`config.mk`:
```
export PLATFORM = sky130hd
export DESIGN_NAME = seq_fsm_param
export DESIGN_NICKNAME = d
export VERILOG_FILES = /design/src/rtl/seq_fsm_param.sv
export SDC_FILE = /design/constraint.sdc
export NUM_CORES = 1
export LEC_CHECK = 0
export ABC_AREA = 1
export BUFFER_PORTS_ARGS = -buffer_cell sky130_fd_sc_hd__buf_2
export CORE_UTILIZATION = 49
export CTS_CLUSTER_DIAMETER = 40
export DETAILED_ROUTE_END_ITERATION = 10
export PLACE_DENSITY = 0.76
export SYNTH_ARGS = -nofsm -noshare
export SYNTH_HDL_FRONTEND = slang
export SYNTH_SLANG_ARGS = --single-unit
```
`constraint.sdc`:
```
create_clock -name clk -period 1.4 [get_ports clk]
set_clock_uncertainty 0.05 [all_clocks]
set_input_delay 0.07 -clock clk [delete_from_list [all_inputs] [get_ports clk]]
set_output_delay 0.07 -clock clk [all_outputs]
set_load 0.02 [all_outputs]
```
`src/rtl/seq_fsm_param.sv`:
```
// Four-phase sequencer IDLE -> CYCLE -> RAMP -> HOLD with runtime limits,
// pause, valid strobes, a done pulse and an optional HOLD timeout.
module seq_fsm_param #(
    parameter int unsigned DW         = 8,
    parameter int unsigned CYC_DEF    = 9,
    parameter int unsigned RAMP_DEF   = 20,
    parameter int unsigned SEL_OFFSET = 10,
    parameter int unsigned HOLD_TO    = 0
) (
    input  logic          clk,
    input  logic          rst,
    input  logic          i_go,
    input  logic          i_next,
    input  logic          i_ack,
    input  logic          i_pause,
    input  logic          i_sel,
    input  logic          i_sel_valid,
    input  logic          i_cfg_valid,
    input  logic [DW-1:0] i_cfg_cyc_max,
    input  logic [DW-1:0] i_cfg_ramp_max,
    output logic [3:0]    o_state,
    output logic [DW-1:0] o_data1,
    output logic          o_data1_vld,
    output logic [DW-1:0] o_data2,
    output logic          o_data2_vld,
    output logic          o_done,
    output logic          o_busy
);

    localparam int unsigned HW        = (HOLD_TO > 0) ? $clog2(HOLD_TO + 1) : 1;
    localparam bit          HoldToEn  = (HOLD_TO > 0);
    localparam logic [HW-1:0] HoldLast = HW'((HOLD_TO > 0) ? HOLD_TO - 1 : 0);

    typedef enum logic [3:0] {
        StIdle  = 4'b0000,
        StCycle = 4'b0001,
        StRamp  = 4'b0010,
        StHold  = 4'b0100
    } state_e;

    state_e        state_q, state_d;
    logic [DW-1:0] cnt1_q, cnt1_d;
    logic [DW-1:0] cnt2_q, cnt2_d;
    logic [DW-1:0] cyc_max_q, cyc_max_d;
    logic [DW-1:0] ramp_max_q, ramp_max_d;
    logic [HW-1:0] hold_cnt_q, hold_cnt_d;
    logic          sel_q, sel_d;
    logic          done_q, done_d;

    always_comb begin
        state_d    = state_q;
        cnt1_d     = cnt1_q;
        cnt2_d     = cnt2_q;
        cyc_max_d  = cyc_max_q;
        ramp_max_d = ramp_max_q;
        hold_cnt_d = hold_cnt_q;
        sel_d      = sel_q;
        done_d     = 1'b0;

        case (state_q)
            StIdle: begin
                if (i_sel_valid) begin
                    sel_d = i_sel;
                end
                if (i_cfg_valid) begin
                    cyc_max_d  = i_cfg_cyc_max;
                    ramp_max_d = i_cfg_ramp_max;
                end
                if (i_go) begin
                    state_d = StCycle;
                    cnt1_d  = '0;
                end
            end
            StCycle: begin
                if (!i_pause) begin
                    cnt1_d = (cnt1_q == cyc_max_q) ? '0 : cnt1_q + 1'b1;
                end
                // i_next is honoured regardless of pause
                if (i_next) begin
                    state_d = StRamp;
                    cnt2_d  = '0;
                end
            end
            StRamp: begin
                if (!i_pause) begin
                    if (cnt2_q == ramp_max_q) begin
                        state_d    = StHold;
                        hold_cnt_d = '0;
                        done_d     = 1'b1;
                    end else begin
                        cnt2_d = cnt2_q + 1'b1;
                    end
                end
            end
            StHold: begin
                if (i_ack) begin
                    state_d = StIdle;
                end else if (HoldToEn) begin
                    if (hold_cnt_q == HoldLast) begin
                        state_d = StIdle;
                    end else begin
                        hold_cnt_d = hold_cnt_q + 1'b1;
                    end
                end
            end
            default: begin
                state_d = StIdle;
            end
        endcase
    end

    always_ff @(posedge clk or negedge rst) begin
        if (!rst) begin
            state_q    <= StIdle;
            cnt1_q     <= '0;
            cnt2_q     <= '0;
            cyc_max_q  <= DW'(CYC_DEF);
            ramp_max_q <= DW'(RAMP_DEF);
            hold_cnt_q <= '0;
            sel_q      <= 1'b0;
            done_q     <= 1'b0;
        end else begin
            state_q    <= state_d;
            cnt1_q     <= cnt1_d;
            cnt2_q     <= cnt2_d;
            cyc_max_q  <= cyc_max_d;
            ramp_max_q <= ramp_max_d;
            hold_cnt_q <= hold_cnt_d;
            sel_q      <= sel_d;
            done_q     <= done_d;
        end
    end

    always_comb begin
        o_state     = state_q;
        o_busy      = (state_q != StIdle);
        o_data1_vld = (state_q == StCycle);
        o_data2_vld = (state_q == StRamp);
        o_done      = done_q && (state_q == StHold);
        o_data1     = '0;
        o_data2     = '0;
        if (state_q == StCycle) begin
            o_data1 = cnt1_q + (sel_q ? DW'(SEL_OFFSET) : DW'(0));
        end
        if (state_q == StRamp) begin
            o_data2 = cnt2_q;
        end
    end

endmodule

```
==> flow_summary.yaml, run 1 <==
clock_network:
  clock-sinks: 37
  cts-root-buf: "clkbuf_8"
  cts_made_buffers: 5
  cts_htree_levels: 2
  cts_buffer_depth: 2
yosys:
  syn_area_mm2: 0.00219
  synth_area_leaders: "dfrtp_1 38%, nand2_1 10%, nor2_1 5.3%"
  yosys_register_bits: 37
  synth_nets: 301
  synth_top_cell_by_area: "dfrtp_1"
  synth_cells: 271
  synth_top_area_share_pct: 37.7
  seq_area_frac_synth_pct: 42.5
  yosysWarnings: 0
  synth_cell_types: 32
  synth.avg_cell_area_um2: 8.08
status:
  status: "did not finish"
  stop_error: "[ERROR GRT-0232] Routing congestion too high. Check the congestion heatmap in the GUI."
  failed_stage: "5_1_grt"
floorplan:
  start_util_pct: 52.8
  pin_count: 49
  rows: 23
  die_h_um: 68.8
  die_w_um: 68.8
place:
  hpwl_mm: 3.84
  numPortBuffers: 47
  dp_slack_ns: -0.207
  placed_cell_area_mm2: 0.00290
  gp_congestion: 0.803
sta:
  worst-ep-kind: "output port"
  grt-worst-endpoint: "o_data1[7]"
global_routing:
  grt_max_degree: 38
  grt_usage_pct: 86.6
  overflow: 225
[per-stage QoR]
step                      std cells  utilization (%)  setup TNS [ns]
after floorplan                 271                -           -1.42
after global placement          402             70.0           -1.39
after detailed placement        402             70.0           -2.12
after CTS                       443             89.4           -6.18
[repair_timing]
item                                   4_1_cts
hold buffers                                19
endpoints found under the hold margin       54
setup endpoints to repair                   35
gates cloned                                 2
pin swaps                                   18
resized for setup                          103
setup buffers                               12
[cell families after synthesis]
| family | share of synthesized area, % |
|---|---|
| buffers and inverters | 7.66 |
| AOI/OAI and AO/OA | 7.78 |
| and+or+nand+nor | 24.6 |
| xor gates and xnor gates | 7.20 |
| muxes | 7.20 |
| adders and majority gates | 2.86 |
| DFF | 42.5 |
| other | 0.171 |
[per-layer routing]
layer,global-route usage (%),GRT overflow
met3,59.9,1
met4,108,89
met5,12.5,0
met2,111,133
met1,79.8,2
[cells in the mapped netlist (all sizes together)]
library cell  instances
xor2                  5
xnor2                13
dfrtp                33
clkbuf                1
nor4                  1
inv                  33
o311ai                1
a21oi                16
ha                    5
buf                   4
conb                  1
o21ai                14
mux2                 14
clkinv                1
nor3b                 2
nand3b                1
a211oi                1
nand3                15
nand2                69
nand4                 2
dfstp                 4
nor3                  3
nor2                 32
==> run 2, diff against run 1 <==
Settings changed: CORE_UTILIZATION 49 to 40, CTS_CLUSTER_DIAMETER 40 to unset, PLACE_DENSITY 0.76 to unset, PLACE_DENSITY_LB_ADDON set to 0.15.
Clock period 1.4 ns to 1.8 ns, I/O delays scaled along.
==> run 2 against run 1 <==
Compared with the run above:
- the flow now finishes, with violations (setup timing)
- synthesized cell count stayed put
- area after synthesis unchanged
==> flow_summary.yaml, run 2 <==
yosys:
  synthAdderAreaFrac_pct: 2.86
  synth_cell_types: 32
  synth_edf_count: 0
  synth_most_common_cell: "nand2_1"
  synth_top_cell_by_area: "dfrtp_1"
  synth_xor_area_share_pct: 7.20
  synth_nets: 301
  yosys_register_bits: 37
  yosysWarnings: 0
  synthArstFlopShare_pct: 100
  synth_top_area_share_pct: 37.7
  synth_area_leaders: "dfrtp_1 38%, nand2_1 10%, nor2_1 5.3%"
  synth_top_family_by_area: "simple AND/OR/NAND/NOR gates"
  yosys_most_used_dff: "dfrtp_1"
  synth_cells: 271
  synthSimpleGateAreaFrac_pct: 24.6
  syn_area_mm2: 0.00219
  muxShareOfSynthArea_pct: 7.20
  synth-compound-area-share_pct: 7.78
  seq_area_frac_synth_pct: 42.5
  yosys-top-cells-count: "61 x nand2_1, 33 x dfrtp_1, 31 x nor2_1, 29 x inv_1, 16 x a21oi_1"
  synth.avg_cell_area_um2: 8.08
global_routing:
  busiest_layer: "met2"
  use_met3_pct: 3.25
  grt_use_met2_pct: 30.4
  antenna_found_initial: 0
  overflow: 0
  grt_usage_pct: 18.7
  grt_pass1_wl_mm: 8.62
  gr-usage-met1_pct: 25.5
  grt_pass1_vias: 1901
  grt_max_degree: 23
layout:
  drive_gt1_share_pct: 32.2
  num_antenna_cells: 0
  layout_commonest_cell: "nand2_1"
  nFillCells: 501
  syn2layout_area_growth_pct: 34.6
  final_cell_mix: "58 x nand2_1, 42 x buf_2, 31 x nor2_1"
  fin_nets: 380
routing:
  vias: 2009
  drc: 0
  drt_first_iter_violations: 172
  viasPerCell: 4.77
  dr.pass1.iters: 4
  route.detailed.wl_per_inst_um: 11.8
  wirelength_mm: 4.97
  ant_nets: 0
clock_network:
  cts_buffer_depth: 2
  cts-root-buf: "clkbuf_8"
  cts_tree: "yes"
  cts_htree_levels: 2
  clock-sinks: 37
  cts_made_buffers: 5
  clk_latency_ns: 0.29
  clk_pin_slew_ns: 0.07
setup_path:
  start_kind: "flop"
  rr_worst_depth: 6
  worstPathArrival_ns: 1.71
  path_class: "reg -> out"
  required_ns: 1.66
  cp_max_fo: 4
  r2r_setup_slack_ns: 0.19
  timing.rr.end: "cnt1_q[2]"
  cp-end-kind: "output port"
  timing.rr.start: "o_state[2]"
place:
  gp_congestion: 0.780
  hpwl_mm: 3.62
  numPortBuffers: 47
  dp_slack_ns: 0.126
floorplan:
  die-area_mm2: 0.00577
  start_util_pct: 42.3
  die_h_um: 76.0
  die_w_um: 76.0
  pin_count: 49
  rows: 26
  core_mm2: 0.00517
pwr:
  switching_power_w: 0.00141
  vdd_drop_max_v: 0.000664
  clockPowerShare_pct: 16.1
  combPwrFrac_pct: 45.1
  powerDensity_mw_per_mm2: 1200
  p_sw_share_pct: 40.0
  pwr-share-seq_pct: 38.9
  internal_power_w: 0.00211
  leakagePower_nw: 1.46
sta:
  finalSetupViolations: 2
  fin_ws_ns: -0.0487
  hold_violations: 0
  slew_headroom_pct: 64.9
  slew_viol_final: 0
  period_minus_slack_ns: 1.85
  grt_setup_unrepaired: "yes"
  period_share_pct: 103
  fmax_mhz: 541
  tightest_slew_ns: 0.527
  setup_tns_ns: -0.0487
min_path:
  worstHoldStart: "i_cfg_ramp_max[5]"
  hp-class: "in -> reg"
  holdPathEnd: "ramp_max_q[5]"
  worstHoldPathCells: 3
status:
  status: "complete, but fails checks"
  violations: "setup timing"
job:
  drv_cap: 0
run 2: logic make-up (layout without fill, tap and decap cells):
logic type      Yosys count  count (layout)
simple gates            125             125
buf+inv                  39             119
flops                    37              37
compound gates           32              32
xor+xnor                 18              18
mux                      14              14
fa+ha+maj                 5               5
other cells               1               1
run 2: per-stage QoR:
step	hold slack, ns	cell area, µm²	total power [W]	utilization (%)	instances
6_report	0.0115	2950	0.00352	56.9	421
5_1_grt	0.0264	2950	0.00388	56.9	421
4_1_cts	0.00561	2860	0.00352	55.2	421
3_5_place_dp	0.0326	2520	0.00289	48.7	389
3_3_place_gp	0.0327	2520	0.00286	48.7	389
2_1_floorplan	-0.256	2190	0.00247	-	271
run 2: power groups by stage:
stage	Sequential [W]	Combinational, W	Clock, W
after CTS	0.00136	0.00157	0.000591
final	0.00137	0.00159	0.000567
after floorplan	0.00135	0.00112	0
after detailed placement	0.00139	0.00151	0
after global routing	0.00142	0.00184	0.000625
after global placement	0.00137	0.00149	0
run 2: what timing repair did:
action,in CTS,in global routing
endpoints found under the setup margin,5,5
buffers inserted,5,0
gates resized for setup,9,21
pin swaps,3,7
endpoints found under the hold margin,35,0
hold buffers,19,0
run 2: how the worst max path moves through the flow:
stage / startpoint / to / slack [ns] / cells after the start
finish: sel_q / o_data1[7] / -0.05 / 7
global route: sel_q / o_data1[7] / -0.14 / 7
CTS: sel_q / o_data1[6] / -0.05 / 6
detailed placement: cnt1_q[1] / o_data1[7] / 0.13 / 8
global placement: cnt1_q[1] / o_data1[7] / 0.14 / 8
floorplan: o_state[1] / o_data1[3] / 0.16 / 6
run 2: critical path, cell delays in order, from the launching register on:
cell     delay (ns)
dfrtp_2        0.45
ha_4           0.31
nand2_4        0.05
a21oi_4        0.14
nand2_2        0.09
o21ai_2        0.16
a21oi_2        0.05
buf_4          0.16
run 2: final cells by class:
type	instances	area [µm²]	area share (%)
inverters	34	131	4.46
repair buffers	77	524	17.8
flip-flops and latches	37	936	31.8
well taps	70	87.6	2.97
clock inverters	3	17.5	0.595
clock buffers	5	68.8	2.34
multi-input cells	195	1180	40.1
run 2: metal layers:
metal  share of wire (%)  vias to the layer above  wire [µm]
li1                    -                     1024          -
met1                  48                      929       2390
met3                 4.4                        6        218
met5                   0                        -          0
met2                  46                       50       2300
met4                 1.1                        0         57
Note: power is estimated with default switching activity, not from simulation.
